[src/rtl/program_loader.sv]
// program_loader: assembles little-endian Thumb halfwords from a framed UART byte stream and writes
// them into CPU program memory. Define PROGRAM_LOADER_CHECKSUM_EN to require a trailing XOR byte.
module program_loader #(
   parameter int unsigned INDEX_WIDTH = 32,
   parameter int unsigned MAX_WORDS   = 1024,
   parameter logic [7:0]  SYNC_BYTE   = 8'hA5
) (
   input  logic                   clk,
   input  logic                   rst_n,
   input  logic                   in_valid,
   input  logic [7:0]             in_data,
   output logic                   in_ready,
   output logic                   download_program,
   output logic [INDEX_WIDTH-1:0] instruction_index,
   output logic [15:0]            program_in,
   output logic                   busy,
   output logic                   done,
   output logic                   error
);

   typedef enum logic [3:0] {
      StIdle, StIdxLo, StIdxHi, StCntLo, StCntHi, StDatLo, StDatHi, StWrite, StCheck, StFinish
   } state_t;

`ifdef PROGRAM_LOADER_CHECKSUM_EN
   localparam state_t StTail = StCheck;
`else
   localparam state_t StTail = StFinish;
`endif

   state_t                 state_q, state_d;
   logic                   xfer;
   logic [15:0]            idx_q, cnt_q, word_cnt_q;
   logic [15:0]            cnt_in, word_cnt_inc;
   logic [7:0]             dat_lo_q;
   logic                   error_q;
   logic [INDEX_WIDTH-1:0] index_q;
   logic [15:0]            data_q;

   assign xfer         = in_valid && in_ready;
   assign cnt_in       = {in_data, cnt_q[7:0]};
   assign word_cnt_inc = word_cnt_q + 16'd1;

   assign instruction_index = index_q;
   assign program_in        = data_q;
   assign error             = error_q;

`ifdef PROGRAM_LOADER_CHECKSUM_EN
   logic [7:0] chk_q;
   logic       chk_ok;

   assign chk_ok = (in_data == chk_q);

   // Accumulates every header and payload byte; cleared by the sync byte.
   always_ff @(posedge clk or negedge rst_n) begin
      if (!rst_n) begin
         chk_q <= 8'h00;
      end else if (xfer) begin
         if (state_q == StIdle) begin
            chk_q <= 8'h00;
         end else if (state_q inside {StIdxLo, StIdxHi, StCntLo, StCntHi, StDatLo, StDatHi}) begin
            chk_q <= chk_q ^ in_data;
         end
      end
   end
`endif

   always_ff @(posedge clk or negedge rst_n) begin
      if (!rst_n) begin
         state_q <= StIdle;
      end else begin
         state_q <= state_d;
      end
   end

   always_comb begin
      state_d = state_q;
      unique case (state_q)
         StIdle:  if (xfer && in_data == SYNC_BYTE) state_d = StIdxLo;
         StIdxLo: if (xfer) state_d = StIdxHi;
         StIdxHi: if (xfer) state_d = StCntLo;
         StCntLo: if (xfer) state_d = StCntHi;
         StCntHi: begin
            if (xfer) begin
               if (32'(cnt_in) > MAX_WORDS) state_d = StIdle;
               else if (cnt_in == 16'd0)    state_d = StTail;
               else                         state_d = StDatLo;
            end
         end
         StDatLo: if (xfer) state_d = StDatHi;
         StDatHi: if (xfer) state_d = StWrite;
         StWrite: state_d = (word_cnt_inc == cnt_q) ? StTail : StDatLo;
`ifdef PROGRAM_LOADER_CHECKSUM_EN
         StCheck: if (xfer) state_d = chk_ok ? StFinish : StIdle;
`endif
         StFinish: state_d = StIdle;
         default:  state_d = StIdle;
      endcase
   end

   always_comb begin
      in_ready         = 1'b1;
      download_program = 1'b0;
      done             = 1'b0;
      busy             = 1'b1;
      unique case (state_q)
         StIdle: busy = 1'b0;
         StWrite: begin
            in_ready         = 1'b0;
            download_program = 1'b1;
         end
         StFinish: begin
            in_ready = 1'b0;
            done     = 1'b1;
            busy     = 1'b0;
         end
         default: ;
      endcase
   end

   // Header fields, word counter, write address/data and sticky error.
   always_ff @(posedge clk or negedge rst_n) begin
      if (!rst_n) begin
         idx_q      <= 16'd0;
         cnt_q      <= 16'd0;
         word_cnt_q <= 16'd0;
         dat_lo_q   <= 8'h00;
         error_q    <= 1'b0;
         index_q    <= '0;
         data_q     <= 16'd0;
      end else begin
         unique case (state_q)
            StIdle: begin
               if (xfer && in_data == SYNC_BYTE) begin
                  error_q    <= 1'b0;
                  word_cnt_q <= 16'd0;
               end
            end
            StIdxLo: if (xfer) idx_q[7:0]  <= in_data;
            StIdxHi: if (xfer) idx_q[15:8] <= in_data;
            StCntLo: if (xfer) cnt_q[7:0]  <= in_data;
            StCntHi: begin
               if (xfer) begin
                  cnt_q <= cnt_in;
                  if (32'(cnt_in) > MAX_WORDS) error_q <= 1'b1;
               end
            end
            StDatLo: if (xfer) dat_lo_q <= in_data;
            StDatHi: begin
               if (xfer) begin
                  index_q <= INDEX_WIDTH'(idx_q) + INDEX_WIDTH'(word_cnt_q);
                  data_q  <= {in_data, dat_lo_q};
               end
            end
            StWrite: word_cnt_q <= word_cnt_inc;
`ifdef PROGRAM_LOADER_CHECKSUM_EN
            StCheck: if (xfer && !chk_ok) error_q <= 1'b1;
`endif
            default: ;
         endcase
      end
   end

endmodule
[config.mk]
export PLATFORM = sky130hd
export DESIGN_NAME = program_loader
export DESIGN_NICKNAME = d
export VERILOG_FILES = /design/src/rtl/program_loader.sv
export SDC_FILE = /design/constraint.sdc
export NUM_CORES = 1
export LEC_CHECK = 0
export BUFFER_PORTS_ARGS = -buffer_cell sky130_fd_sc_hd__buf_2
export CAP_MARGIN = 20
export CELL_PAD_IN_SITES_DETAIL_PLACEMENT = 1
export CELL_PAD_IN_SITES_GLOBAL_PLACEMENT = 2
export CORE_UTILIZATION = 40
export DETAILED_ROUTE_END_ITERATION = 12
export GPL_ROUTABILITY_DRIVEN = 0
export PLACE_DENSITY = 0.85
export SLEW_MARGIN = 40
export SYNTH_ARGS = -nofsm -noshare
export SYNTH_HDL_FRONTEND = slang
export SYNTH_SLANG_ARGS = --single-unit
[constraint.sdc]
create_clock -name clk -period 4.7 [get_ports clk]
set_input_delay 0 -clock clk [delete_from_list [all_inputs] [get_ports clk]]
set_output_delay 0 -clock clk [all_outputs]
set_load 0.02 [all_outputs]
[After elaboration in Yosys (flattened, before gate mapping)]
Index checks and enable logic that the tools add are counted.
Operators by class
  reductions and logical operators: 17
  order comparisons: 1
  add/subtract/negate cells: 2
  eq/ne operators: 18
  muxes and demuxes: 23
  bitwise gates (word level): 1
Operator list (count)
  $mux W4: 10
  $pmux W16 S2: 1
  $pmux W4 S8: 1
  $add A16 B16 Y17: 1
  $add A16 B1 Y16 const B: 1
  $eq A16 B16 Y1: 1
  $eq A4 B3 Y1 const B: 4
  $gt A16 B11 Y1 const B: 1
  $logic_not A16 Y1: 1
  $mux W16: 1
  $ne A2 B2 Y1 const B: 8
  $pmux W8 S2: 1
  $reduce_and A2 Y1: 6
  $eq A4 B2 Y1 const B: 2
  $eq A8 B8 Y1 const B: 1
  $mux W8: 1
  $mux W1: 7
  $reduce_and A7 Y1: 1
  $eq A4 B1 Y1 const B: 1
  $eq A4 B4 Y1 const B: 1
  $logic_not A4 Y1: 1
  $reduce_and A4 Y1: 1
  $reduce_bool A2 Y1: 2
  $reduce_or A2 Y1: 2
  4 further kinds: 5
Storage, ports and cells
  output and inout bits: 53
  register bits after elaboration: 109

[Longest topological paths before layout]
Gate-level depths: netlist of the first run.
  depth in word-level cells: 7
  depth in mapped cells: 9
  mapped depth without buffers: 9

[Worst setup path after synthesis of the first run]
OpenSTA, ideal clock, no wires.
  path type: register to register
  start point: reg word_cnt_q[0]
  end point: reg index_q[14], in the netlist instruction_index[14]
  setup time: 0.137 ns
  slack: 2.526 ns
  cell stages (with the launch flop): 10
  period minus slack after synthesis: 2.174 ns
  arrival time: 2.037 ns
  cells stage by stage: dfrtp_1 ha_1 inv_1 fa_1 nor2b_1 o31a_1 a2bb2oi_1 a211o_1 o311ai_0 nand3_1
Between the ends
  longest elaborated chain between the ends: 1
RTL lines
  from (decl): RTL line 33  | logic [15:0] idx_q, cnt_q, word_cnt_q;
  from (signal assigned): RTL line 155  | StWrite: word_cnt_q <= word_cnt_inc;
  $add A16 B16 Y17: RTL line 151  | index_q <= INDEX_WIDTH'(idx_q) + INDEX_WIDTH'(word_cnt_q);
  to (signal assigned): RTL line 151
  to (decl): RTL line 37  | logic [INDEX_WIDTH-1:0] index_q;
Every way passes these cells.
A chain may end at the register's enable or synchronous reset.

[Worst setup path after layout of the first run]
Ends and elaborated chain as after synthesis.

==> results.toml, run 1 <==
[global_route]
track_usage_pct = 22.23
antenna_found_initial = 0
grt_pass1_vias = 4511
grt_pass1_wl_um = 24120
grt_max_degree = 65
grt_overflow_total = 0

[timing]
tightest_slew_ps = 765.2
skew_ps = 8.814
slew_headroom_pct = 48.80
fmax_mhz = 396.8
fin_crit_sh_pct = 53.61
tns_ps = 0
finalMaxSlewViolations = 0
rsz0062_at_grt = "no"
fin_crit_ps = 2520
hold_viol_final = 0
finalSetupViolCount = 0

[die]
die_w_um = 118.3
die-area_mm2 = 0.01399
rows = 42
io_pins = 64
dieHeight_um = 118.3
core_area_mm2 = 0.01319
initial_utilization_pct = 41.00

[pwr]
cellPowerDensity_mw_per_mm2 = 692.0
power_frac_seq_pct = 33.8
p_leak_nw = 2.785
pwr-share-clk_pct = 17.7
p_switching_mw = 1.812
p_comb_share_pct = 48.5
p_int_mw = 2.386
switching_share_pct = 43.17
ir_drop_uv = 248.8

[worst_setup_path]
reg2reg_depth = 9
start_kind = "register"
path_class = "register to register"
cp.depth = 9
slowest_delay_ps = 470
worstPathRequired_ps = 4930
endpoint_kind = "register"
rrSetupSlack_ps = 2180
cp_data_arrival_time_ps = 2750
critical_path_buf_inv_count = 1
worstPathMaxFanout = 7
critPathSlowestCell = "dfrtp_1"
path_cells = "ha_1 -> inv_1 -> fa_1 -> nor2b_1 -> o31a_1 -> a2bb2oi_1 -> a2111oi_0 -> o2111ai_1 -> nand3_1"
path_delay_family = "compound AO/OA/AOI/OAI gates"

[synth]
ys_seq_area_share_pct = 43.50
yosysUniqueCellTypes = 66
synth-seq-cells = 94
syn_area_mm2 = 0.005408
avgSynthCellArea_um2 = 9.554
synth_edf_count = 0
ys.warnings.count = 0
synthesis.instances = 566
synth_top_flop_cell = "dfrtp_1"
async_flop_share_pct = 100.0

[layout]
mostFrequentLayoutCells = "94 x dfrtp_1, 89 x nand2_1, 50 x o21ai_0"
drive_gt1_share_pct = 19.31
nFillCells = 1546
final_common_cell = "dfrtp_1"
final_area_mm2 = 0.006066
antennaDiodeCount = 0
fin_nets = 635
areaGrowthSynthToFinish_pct = 12.17

[routing]
wirelength_um = 14630
drt_first_iter_violations = 197
drc = 0
dr.pass1.iters = 4
num_vias = 4388
drtAntennaViolNets = 0
vias_per_cell = 5.576
wl_per_cell_um = 18.59

[min_path]
hold_class = "input port to register"
worstHoldPathCells = 3

[cts]
cts_max_level = 3
cts.clk_slew.worst_paths_ps = 70
cts_inserted_buffers = 9
cts_tree = "done"
clock_latency_ps = 350
cts-resized-gates = 0
post_cts.repair.setup_buffers = 0
clock_tree.root_cell = "clkbuf_16"
clock_path_buffers = 2
cts_sinks = 94

[run_status]
status = "finished, final reports clean"

[job]
max_cap_violations = 0

[placement]
place_area_mm2 = 0.005734
hpwl_um = 10330
io_buffers = 48
## final timing paths
check / start / to
worst min register to register: dat_lo_q[6] / program_in[6]
worst max-delay path: word_cnt_q[0] / instruction_index[14]
worst min-delay path: in_data[4] / program_in[12]
worst max register to register: word_cnt_q[0] / instruction_index[14]
max in group asynchronous: rst_n / program_in[8]
min in group asynchronous: rst_n / instruction_index[8]
## power by group through the flow
| stage | registers (mW) | clock network [mW] | logic [mW] |
|---|---|---|---|
| 2_1_floorplan | 1.37 | 0 | 1.54 |
| 3_3_place_gp | 1.41 | 0 | 1.96 |
| 3_5_place_dp | 1.43 | 0 | 2.03 |
| 4_1_cts | 1.42 | 0.763 | 2.04 |
| 5_1_grt | 1.47 | 0.786 | 2.26 |
| 6_report | 1.42 | 0.743 | 2.04 |
## cell type report
class	instances	area [µm²]	area share, %
Multi-Input combinational cell	437	2855	47.07
Sequential cell	94	2352	38.78
Timing Repair Buffer	55	306.5	5.054
Clock buffer	10	229.0	3.775
Tap cell	176	220.2	3.630
Clock inverter	6	68.82	1.134
Inverter	9	33.78	0.5569
## per-stage QoR
stage | total power [mW] | setup slack, ps | hold WS (ps) | cells | util (%)
detailed placement | 3.462 | 2226 | -37.53 | 768 | 43.47
global route | 4.526 | 1982 | 14.66 | 787 | 45.99
global placement | 3.366 | 2294 | -41.17 | 768 | 43.46
CTS | 4.225 | 2216 | 1.897 | 787 | 45.96
floorplan | 2.915 | 2526 | -295.6 | 580 | -
finish | 4.198 | 2180 | 1.370 | 787 | 45.99
## logic make-up after synthesis
logic type / Yosys count / share of synthesized area (%)
flops: 94 / 43.50
compound gates: 134 / 15.64
other cells: 1 / 0.06935
buf+inv: 49 / 4.697
fa+ha+maj: 18 / 4.304
xor+xnor: 27 / 4.373
mux: 40 / 8.329
simple gates: 203 / 19.09
## Yosys cell counts (7+ instances only)
library cell	number	area, µm²
xnor2_1	14	122.6
clkbuf_1	16	60.06
and3_1	9	56.30
nand2_1	89	334.1
nor4_1	8	50.05
nand3_1	13	65.06
a21oi_1	26	130.1
inv_1	9	33.78
nand2b_1	12	75.07
buf_4	16	120.1
xor2_1	13	113.9
mux2_2	40	450.4
o21ai_0	50	250.2
nor2_1	28	105.1
a211oi_1	7	52.55
dfrtp_1	94	2352
ha_1	17	212.7
## layer usage
| metal | track usage (%) | vias to the layer above | wire length, µm |
|---|---|---|---|
| li1 | - | 2085 | - |
| met5 | 0 | - | 0 |
| met2 | 36.76 | 92 | 7061 |
| met1 | 28.48 | 2185 | 6607 |
| met4 | 11.06 | 0 | 451 |
| met3 | 3.089 | 26 | 513 |
## flip-flops by register name (all words and copies together), names as in the netlist
register,count
dat_lo_q,8
state_q,4
error,1
idx_q,16
program_in,16
word_cnt_q,16
cnt_q,16
instruction_index,17
## worst register-to-register path, delay by kind of cell (launching register included)
family,cells,cell delay [ps]
AOI/OAI and AO/OA,4,970
adders and majority gates,2,640
buffers and inverters,1,70
DFF,1,470
and+or+nand+nor,2,250
## repair_timing
| action | CTS | global route |
|---|---|---|
| hold buffers | 3 | 0 |
| hold endpoints to repair | 32 | 0 |
| endpoints found under the setup margin | 0 | 0 |
No activity file was read; power rests on OpenSTA's default activity.
==> run 2, diff against run 1 <==
--- a/config.mk
+++ b/config.mk
@@ -5,14 +5,15 @@
 export SDC_FILE = /design/constraint.sdc
 export NUM_CORES = 1
 export LEC_CHECK = 0
+export ABC_AREA = 1
 export BUFFER_PORTS_ARGS = -buffer_cell sky130_fd_sc_hd__buf_2
 export CAP_MARGIN = 20
 export CELL_PAD_IN_SITES_DETAIL_PLACEMENT = 1
 export CELL_PAD_IN_SITES_GLOBAL_PLACEMENT = 2
-export CORE_UTILIZATION = 40
+export CORE_UTILIZATION = 35
 export DETAILED_ROUTE_END_ITERATION = 12
 export GPL_ROUTABILITY_DRIVEN = 0
-export PLACE_DENSITY = 0.85
+export PLACE_DENSITY = 0.8
 export SLEW_MARGIN = 40
 export SYNTH_ARGS = -nofsm -noshare
 export SYNTH_HDL_FRONTEND = slang
==> constraint.sdc (replaced) <==
create_clock -name clk -period 2.45 [get_ports clk]
set_input_delay 0 -clock clk [delete_from_list [all_inputs] [get_ports clk]]
set_output_delay 0 -clock clk [all_outputs]
set_load 0.02 [all_outputs]
==> run 2 against run 1 <==
Compared with the run above:
- non-clock buffer count up 12
- register-to-register slack worse by 2000 ps
- hold slack better by 7.5 ps
- clock power up 86%
- via count up 6.0%
- synthesized cell count up 20%
- utilization down 4.2 points
- global-route usage down 1.7 points
- die area up 13%
- largest cell class unchanged
==> results.toml, run 2 <==
[die]
io_pins = 64
core_area_mm2 = 0.01475
rows = 44
initial_utilization_pct = 36.39
die_w_um = 125.9
dieHeight_um = 125.9
die-area_mm2 = 0.01584

[timing]
skew_ps = 8.713
fin_crit_sh_pct = 93.57
fin_crit_ps = 2292
hold_viol_final = 0
fmax_mhz = 436.2
slew_headroom_pct = 61.00
finalMaxSlewViolations = 0
finalSetupViolCount = 0
rsz0062_at_grt = "no"
tns_ps = 0
tightest_slew_ps = 585.0
worst_slack_ps = 157.5

[worst_setup_path]
rrSetupSlack_ps = 160
worstPathRequired_ps = 2700
start_kind = "register"
endpoint_kind = "register"
cp_data_arrival_time_ps = 2540
worstPathMaxFanout = 7
path_class = "register to register"

[synth]
synthesis.instances = 677
ys_top_cells_by_area = "dfrtp_1 44%, nand2_1 12%, inv_1 5.2%, nor2_1 4.0%, ha_1 4.0%"
yosys-top-cells-count = "176 x nand2_1, 94 x dfrtp_1, 74 x inv_1, 57 x nor2_1, 39 x nand3_1"
yosysMostFrequentCell = "nand2_1"
netlist.area_leader.share_pct = 43.81
async_flop_share_pct = 100.0
ys.warnings.count = 0
post-synth-top-area-cell = "dfrtp_1"
avgSynthCellArea_um2 = 7.930
ys_seq_area_share_pct = 43.81
synth-seq-cells = 94
syn_area_mm2 = 0.005369
synth_top_flop_cell = "dfrtp_1"
yosysUniqueCellTypes = 44
synth_edf_count = 0

[cts]
cts_tree = "done"
clock_latency_ps = 360
cts_sinks = 94
cts_inserted_buffers = 9
clock_tree.root_cell = "clkbuf_16"
cts_max_level = 3
cts.clk_slew.worst_paths_ps = 70
clock_path_buffers = 2

[global_route]
grt_overflow_total = 0
grt_util_met3_pct = 2.464
antenna_found_initial = 0
top_usage_layer = "met2"
grt_pass1_vias = 4873
grt_max_degree = 41
track_usage_pct = 20.56
met1_usage_pct = 26.33
met2_usage_pct = 36.50
grt_pass1_wl_um = 25110

[routing]
wl_per_cell_um = 16.44
wirelength_um = 15290
dr.pass1.iters = 4
drt_first_iter_violations = 199
drc = 0
num_vias = 4650
drtAntennaViolNets = 0
vias_per_cell = 5.000

[pwr]
ir_drop_uv = 421.8
p_leak_nw = 3.142
cellPowerDensity_mw_per_mm2 = 1472

[placement]
io_buffers = 48
pre_cts_ws_ps = 80.00
hpwl_um = 11550

[layout]
nFillCells = 1849
seq_area_mm2 = 0.002352
mostFrequentLayoutCells = "176 x nand2_1, 94 x dfrtp_1, 74 x inv_1"
antennaDiodeCount = 0
largest_reg_flops = 17
fin_nets = 770
drive_gt1_share_pct = 14.61
multi_input_area_mm2 = 0.002566
final_common_cell = "nand2_1"
areaGrowthSynthToFinish_pct = 14.73

[run_status]
status = "finished, final reports clean"

[min_path]
hold_class = "input port to register"

[job]
max_cap_violations = 0
==> run 2: timing repair <==
action / CTS / global route
hold buffers: 9 / 0
endpoints found under the hold margin: 46 / 0
endpoints found under the setup margin: 0 / 2
buffers inserted: 0 / 0
gates resized for setup: 0 / 3
==> run 2: worst max-delay path, stage by stage (launching register included) <==
cell     delay [ps]
dfrtp_1         480
ha_1            370
a21oi_1         190
nand2_1         140
nand3_1         110
nand4_1         230
a31o_2          290
or2_2           270
nand3_1          70
nand2_1          50
==> run 2: worst paths after layout <==
check / startpoint / end / depth (start not counted)
worst min-delay path: in_valid / state_q[2] / 4
min in group asynchronous: rst_n / idx_q[3] / 2
worst max register to register: word_cnt_q[2] / instruction_index[13] / 9
worst min register to register: program_in[2] / program_in[2] / 2
max in group asynchronous: rst_n / instruction_index[9] / 3
worst max-delay path: word_cnt_q[2] / instruction_index[13] / 9
==> run 2: layer usage <==
layer / part of all wire [%] / up-vias
met2: 49 / 77
met5: 0 / -
met4: 1.2 / 0
met3: 2.4 / 13
li1: - / 2316
met1: 47 / 2244
==> run 2: per-stage QoR <==
stage | cell area [µm²] | power, mW | hold slack (ps) | util (%) | cells
5_1_grt | 6160 | 9.920 | 42.35 | 41.75 | 930
6_report | 6160 | 9.067 | 8.822 | 41.75 | 930
3_3_place_gp | 5783 | 7.534 | 27.15 | 39.20 | 905
2_1_floorplan | 5421 | 6.323 | -295.6 | - | 691
3_5_place_dp | 5783 | 7.706 | 33.45 | 39.20 | 905
4_1_cts | 6156 | 9.148 | 9.612 | 41.72 | 930
==> run 2: logic make-up (layout without fill, tap and decap cells) <==
kind of cell | Yosys count | count (layout) | share of synthesized area [%]
adders and majority gates | 18 | 18 | 4.335
buffers and inverters | 108 | 163 | 9.438
AOI/OAI and AO/OA | 118 | 118 | 12.28
DFF | 94 | 94 | 43.81
xor gates and xnor gates | 14 | 14 | 2.540
other | 1 | 15 | 0.06985
and+or+nand+nor | 324 | 324 | 27.52
==> run 2: final cells by class <==
type	instances	area share, %
inverter	80	4.997
timing repair buffer	67	6.825
tap	184	3.738
clock inverter	6	0.8735
sequential	94	38.19
multi-input combinational	489	41.66
clock buffer	10	3.717
==> run 2: where the power goes <==
part	switching (mW)	internal (mW)	total, mW
logic	3.10	1.75	4.85
clock network	0.667	0.708	1.38
registers	0.570	2.27	2.84
total	4.33	4.73	9.07
